## src/rtl/cc1200_reg_access.sv

```systemverilog
// CC1200 register-access sequencer: turns one host request into a header/address/data SPI
// frame for the byte-level engine and returns the chip status byte and read data.
module cc1200_reg_access #(
  parameter int unsigned LenW = 6
) (
  input  logic            clk_i,
  input  logic            rst_i,
  input  logic            req_valid_i,
  output logic            req_ready_o,
  input  logic            req_write_i,
  input  logic            req_ext_i,
  input  logic [7:0]      req_addr_i,
  input  logic [LenW-1:0] req_len_i,
  input  logic [7:0]      wr_data_i,
  input  logic            wr_valid_i,
  output logic            wr_take_o,
  output logic [7:0]      rd_data_o,
  output logic            rd_valid_o,
  output logic [7:0]      status_o,
  output logic            done_o,
  output logic            busy_o,
  output logic            err_underrun_o,
  output logic            spi_start_o,
  output logic            spi_stop_o,
  output logic [7:0]      spi_dout_o,
  input  logic            spi_load_next_i,
  input  logic [7:0]      spi_din_i,
  input  logic            spi_busy_i
);

  // One extra bit: the last byte index can reach 1 + 2^LenW - 1.
  localparam int unsigned IdxW = LenW + 1;

  typedef enum logic [2:0] {StIdle, StStart, StWait, StCapt, StDrain} state_e;

  state_e          state_q, state_d;
  logic [IdxW-1:0] k_q, k_d;
  logic [IdxW-1:0] last_q, last_d;
  logic            write_q, write_d;
  logic            ext_q, ext_d;
  logic [7:0]      addr_q, addr_d;
  logic [7:0]      dout_q, dout_d;
  logic            stop_q, stop_d;
  logic            under_q, under_d;
  logic [7:0]      rd_data_q, rd_data_d;
  logic            rd_valid_q, rd_valid_d;
  logic [7:0]      status_q, status_d;
  logic            done_q, done_d;

  logic [IdxW-1:0] nxt_idx;
  logic [IdxW-1:0] data_first;
  logic [7:0]      nxt_byte;
  logic            nxt_take;
  logic            nxt_under;
  logic            take;

  assign data_first = IdxW'(ext_q) + IdxW'(1);
  assign nxt_idx    = (state_q == StStart) ? IdxW'(1) : k_q + IdxW'(2);

  // Byte that would be loaded into spi_dout now; write data is fetched only when it exists.
  always_comb begin
    nxt_byte  = 8'h00;
    nxt_take  = 1'b0;
    nxt_under = 1'b0;
    if (nxt_idx <= last_q) begin
      if (nxt_idx < data_first) begin
        nxt_byte = addr_q;
      end else if (write_q) begin
        if (wr_valid_i) begin
          nxt_byte = wr_data_i;
          nxt_take = 1'b1;
        end else begin
          nxt_under = 1'b1;
        end
      end
    end
  end

  always_comb begin
    state_d    = state_q;
    k_d        = k_q;
    last_d     = last_q;
    write_d    = write_q;
    ext_d      = ext_q;
    addr_d     = addr_q;
    dout_d     = dout_q;
    stop_d     = stop_q;
    under_d    = under_q;
    rd_data_d  = rd_data_q;
    rd_valid_d = 1'b0;
    status_d   = status_q;
    done_d     = 1'b0;
    take       = 1'b0;
    case (state_q)
      StIdle: begin
        if (req_valid_i) begin
          write_d = req_write_i;
          ext_d   = req_ext_i;
          addr_d  = req_addr_i;
          last_d  = IdxW'(req_ext_i) + IdxW'(req_len_i);
          dout_d  = {~req_write_i, (req_len_i > LenW'(1)),
                     (req_ext_i ? 6'h2F : req_addr_i[5:0])};
          stop_d  = 1'b0;
          under_d = 1'b0;
          state_d = StStart;
        end
      end
      StStart: begin
        dout_d  = nxt_byte;
        take    = nxt_take;
        under_d = under_q | nxt_under;
        stop_d  = (last_q == '0);
        k_d     = '0;
        state_d = StWait;
      end
      StWait: begin
        if (spi_load_next_i) begin
          state_d = StCapt;
        end
      end
      StCapt: begin
        if (k_q == '0) begin
          status_d = spi_din_i;
        end
        if (!write_q && (k_q >= data_first)) begin
          rd_data_d  = spi_din_i;
          rd_valid_d = 1'b1;
        end
        if (k_q == last_q) begin
          state_d = StDrain;
        end else begin
          dout_d  = nxt_byte;
          take    = nxt_take;
          under_d = under_q | nxt_under;
          stop_d  = ((k_q + IdxW'(1)) == last_q);
          k_d     = k_q + IdxW'(1);
          state_d = StWait;
        end
      end
      StDrain: begin
        if (!spi_busy_i) begin
          done_d  = 1'b1;
          state_d = StIdle;
        end
      end
      default: state_d = StIdle;
    endcase
  end

  always_ff @(posedge clk_i) begin
    if (rst_i) begin
      state_q    <= StIdle;
      k_q        <= '0;
      last_q     <= '0;
      write_q    <= 1'b0;
      ext_q      <= 1'b0;
      addr_q     <= 8'h00;
      dout_q     <= 8'h00;
      stop_q     <= 1'b0;
      under_q    <= 1'b0;
      rd_data_q  <= 8'h00;
      rd_valid_q <= 1'b0;
      status_q   <= 8'h00;
      done_q     <= 1'b0;
    end else begin
      state_q    <= state_d;
      k_q        <= k_d;
      last_q     <= last_d;
      write_q    <= write_d;
      ext_q      <= ext_d;
      addr_q     <= addr_d;
      dout_q     <= dout_d;
      stop_q     <= stop_d;
      under_q    <= under_d;
      rd_data_q  <= rd_data_d;
      rd_valid_q <= rd_valid_d;
      status_q   <= status_d;
      done_q     <= done_d;
    end
  end

  assign req_ready_o    = (state_q == StIdle);
  assign busy_o         = (state_q != StIdle);
  assign spi_start_o    = (state_q == StStart);
  assign wr_take_o      = take;
  assign spi_dout_o     = dout_q;
  assign spi_stop_o     = stop_q;
  assign err_underrun_o = under_q;
  assign rd_data_o      = rd_data_q;
  assign rd_valid_o     = rd_valid_q;
  assign status_o       = status_q;
  assign done_o         = done_q;

endmodule

```

## config.mk

```make
export PLATFORM = sky130hd
export DESIGN_NAME = cc1200_reg_access
export DESIGN_NICKNAME = d
export VERILOG_FILES = /design/src/rtl/cc1200_reg_access.sv
export SDC_FILE = /design/constraint.sdc
export NUM_CORES = 1
export LEC_CHECK = 0
export ABC_CLOCK_PERIOD_IN_PS = 3800
export CAP_MARGIN = 20
export CORE_UTILIZATION = 51
export CTS_CLUSTER_SIZE = 12
export DETAILED_ROUTE_END_ITERATION = 6
export PLACE_DENSITY = 0.93
export SETUP_SLACK_MARGIN = 0.3
export SYNTH_ARGS = -nofsm -noshare
export SYNTH_HDL_FRONTEND = slang
export SYNTH_SLANG_ARGS = --single-unit
```

## constraint.sdc

```tcl
create_clock -name clk_i -period 3.8 [get_ports clk_i]
set_clock_uncertainty 0.15 [all_clocks]
set_input_delay 0.76 -clock clk_i [delete_from_list [all_inputs] [get_ports clk_i]]
set_output_delay 0.76 -clock clk_i [all_outputs]
set_load 0.01 [all_outputs]
```

==> impl_metrics.ini <==
[cells_and_area]
drive_gt1_share_pct = 11.1
layout.nets = 501
fin_area_um2 = 4140
diodes = 0
area_delta_synth_final_pct = 30.6
instances_no_fill = 526

[placed_design]
dpl.hpwl_mm = 6.05
place_area_um2 = 3910
port_buffers = 69
gp_congestion = 1.01
dp_cells = 511

[clock_network]
cts-buffers-inserted = 5
cts_hold_buf = 0
clk-insertion-delay-late_ns = 0.31
htreeDepth = 2
cts.sinks = 55
root_buffer = clkbuf_8
cts_buffer_depth = 2
tritoncts = built
clk_pin_slew_worst_paths_ns = 0.10

[sta]
max_freq_mhz = 278
hold_violations = 0
maxSlewHeadroom_pct = 36.7
min_period_ns = 3.60
worst_slew_pin_slew_ns = 0.950
fin_crit_sh_pct = 94.6
drv_slew = 0
rsz0062_at_grt = yes
setup_viol = 0

[routing]
vias = 3136
drt-total-wl_mm = 8.86
vias_per_cell = 5.96
dr.pass1.iters = 6
drt_iter0_drc = 383
wl_per_cell_um = 16.8
drc = 0
ant_nets = 0

[global_route]
antenna_found_initial = 0
grt_util_all_layers_pct = 27.9
grt_pass1_vias = 2983
grt_pass1_wl_mm = 14.0
grt_max_degree = 56
grt_overflow_total = 0

[yosys]
ys.flop_type = dfxtp_1
syn-cell-area_um2 = 3170
synth_seq_area_share_pct = 34.7
synth-edff-count = 0
synth_nets = 430
synth.distinct_cells = 53
async_flop_share_pct = 0
ys_warn_count = 0
synthCells = 379
ys_ff_latch = 55
avgSynthCellArea_um2 = 8.37

[floorplan]
pin_count = 70
dieArea_um2 = 6540
coreArea_um2 = 5960
row_count = 28
start_util_pct = 53.3
die_h_um = 80.9
fp.dieW_um = 80.9

[critical_path]
arrival_ns = 2.69
slowest_delay_ns = 0.44
crit_slowest_cell = or3b_4
crit_chain = or3b_4 -> inv_4 -> buf_6 -> nor2_2 -> ha_1 -> nand2_1 -> a2111oi_4 -> o21ai_2 -> o31ai_4 -> and4b_1 -> buf_2
crit_type = flop to output port
crit_buf_inv = 3
worstPathMaxFanout = 6
critPathCaptureType = output port
critPathLaunchType = flop
required_ns = 2.89
cpLargestDelayFamily = simple AND/OR/NAND/NOR gates

[power_and_ir_drop]
vdd_drop_max_uv = 232
power_density_nw_per_um2 = 333
p_leak_uw = 0.00157

[flow_run]
cap_violations = 0

[min_path]
hp-class = flop to flop

[run_status]
status = complete, no violations
-- final cells by class --
cell class / instances / area [um^2]
sequential: 55 / 1110
fill: 442 / 1810
timing repair buffer: 91 / 850
tap: 75 / 93.8
clock buffer: 6 / 72.6
inverter: 14 / 55.1
multi-input combinational: 283 / 1900
clock inverter: 2 / 60.1
-- timing repair --
action,in CTS,in global routing
cloned,0,0
endpoints found under the setup margin,1,1
pin swaps,7,1
resized for setup,17,3
buffers inserted,6,1
-- synth_stat cells, types with 2 or more instances --
cell type	count	area, um^2
or3_1	2	12.5
ha_1	13	163
mux2i_1	20	200
xnor2_1	4	35.0
nor3b_1	2	15.0
nor2_1	37	139
xor2_1	16	140
and4_1	9	78.8
and2_1	2	12.5
buf_4	4	30.0
a211oi_1	8	60.1
nand4_1	8	50.1
nor3_1	7	35.0
buf_2	6	30.0
a21boi_0	8	60.1
nor4_1	4	25.0
nand3_1	10	50.1
o21bai_1	6	45.0
and3_1	3	18.8
dfxtp_1	55	1100
nand2_1	44	165
o21ai_0	9	45.0
o211ai_1	2	15.0
a31oi_1	9	56.3
clkbuf_1	11	41.3
o21ai_1	6	30.0
buf_6	4	45.0
a21oi_1	31	155
inv_1	13	48.8
and4b_1	2	20.0
nor2b_1	2	12.5
-- per-stage QoR --
stage                     TNS, ns  worst slack, ns  power (uW)  utilization (%)  hold WS, ns
final                           0            0.204        1380             69.6        0.307
after global routing            0           0.0795        1430             69.6        0.333
after CTS                       0            0.237        1380             69.4        0.309
after detailed placement  -0.0582          -0.0582         916             65.7        0.295
after global placement          0           0.0620         906             65.7        0.289
after floorplan                 0            0.451         799                -        0.282
-- per-layer routing --
layer  up-vias  track usage, %  wire (um)  part of all wire, %
li1       1482               -          -                    -
met1      1462            35.5       3620                   41
met2       163            46.9       4330                   49
met3        29            3.93        622                  7.0
met4         0            11.8        281                  3.2
met5         -               0          0                    0
-- path summary, 6_finish.rpt --
kind                                 from  cells past startpoint                          to  slack (ns)
setup reg to reg  state_q[1]$_SDFFE_PP0P_                     12  spi_dout_o[6]$_SDFFE_PP0P_        1.05
setup / recovery  state_q[1]$_SDFFE_PP0P_                     11                   wr_take_o        0.20
hold reg to reg    addr_q[6]$_SDFFE_PP0P_                      2      addr_q[6]$_SDFFE_PP0P_        0.31
hold / removal     addr_q[6]$_SDFFE_PP0P_                      2      addr_q[6]$_SDFFE_PP0P_        0.31
-- cells by family (layout without fill, tap and decap cells) --
family,Yosys count,in the layout,synth area share [%]
mux,20,20,6.31
buf+inv,41,113,6.55
compound gates,90,90,19.4
flops,55,55,34.7
simple gates,140,140,22.4
xor+xnor,20,20,5.52
fa+ha+maj,13,13,5.13
-- cell usage in the layout, fill, tap and decap left out, types with 8 or more instances in the layout --
master,instances
a21boi_0,8
a211oi_1,8
dfxtp_1,52
mux2i_1,20
and4_1,9
clkdlybuf4s50_1,67
inv_1,13
a21oi_1,30
xor2_1,16
nand4_1,8
nand2_1,44
buf_4,21
nor2_1,37
nand3_1,9
ha_1,12
o21ai_1,8
a31oi_1,9
-- power by group --
part / total [uW] / internal, uW / switching, uW
clock network: 454 / 263 / 190
registers: 627 / 603 / 24.3
logic: 298 / 144 / 154
total: 1380 / 1010 / 369
-- registers in the layout, summed over array words and instances (netlist names), 3 cells and up --
name / flops
spi_dout_o: 8
status_o: 8
rd_data_o: 8
last_q: 7
k_q: 7
state_q: 3
addr_q: 8
-- tightest hold or removal path, stage by stage, from the launching register on --
cell and delay (ns):
dfxtp_1 0.32, nand2_1 0.05, a21oi_1 0.05
Note: power is estimated with default switching activity, not from simulation.
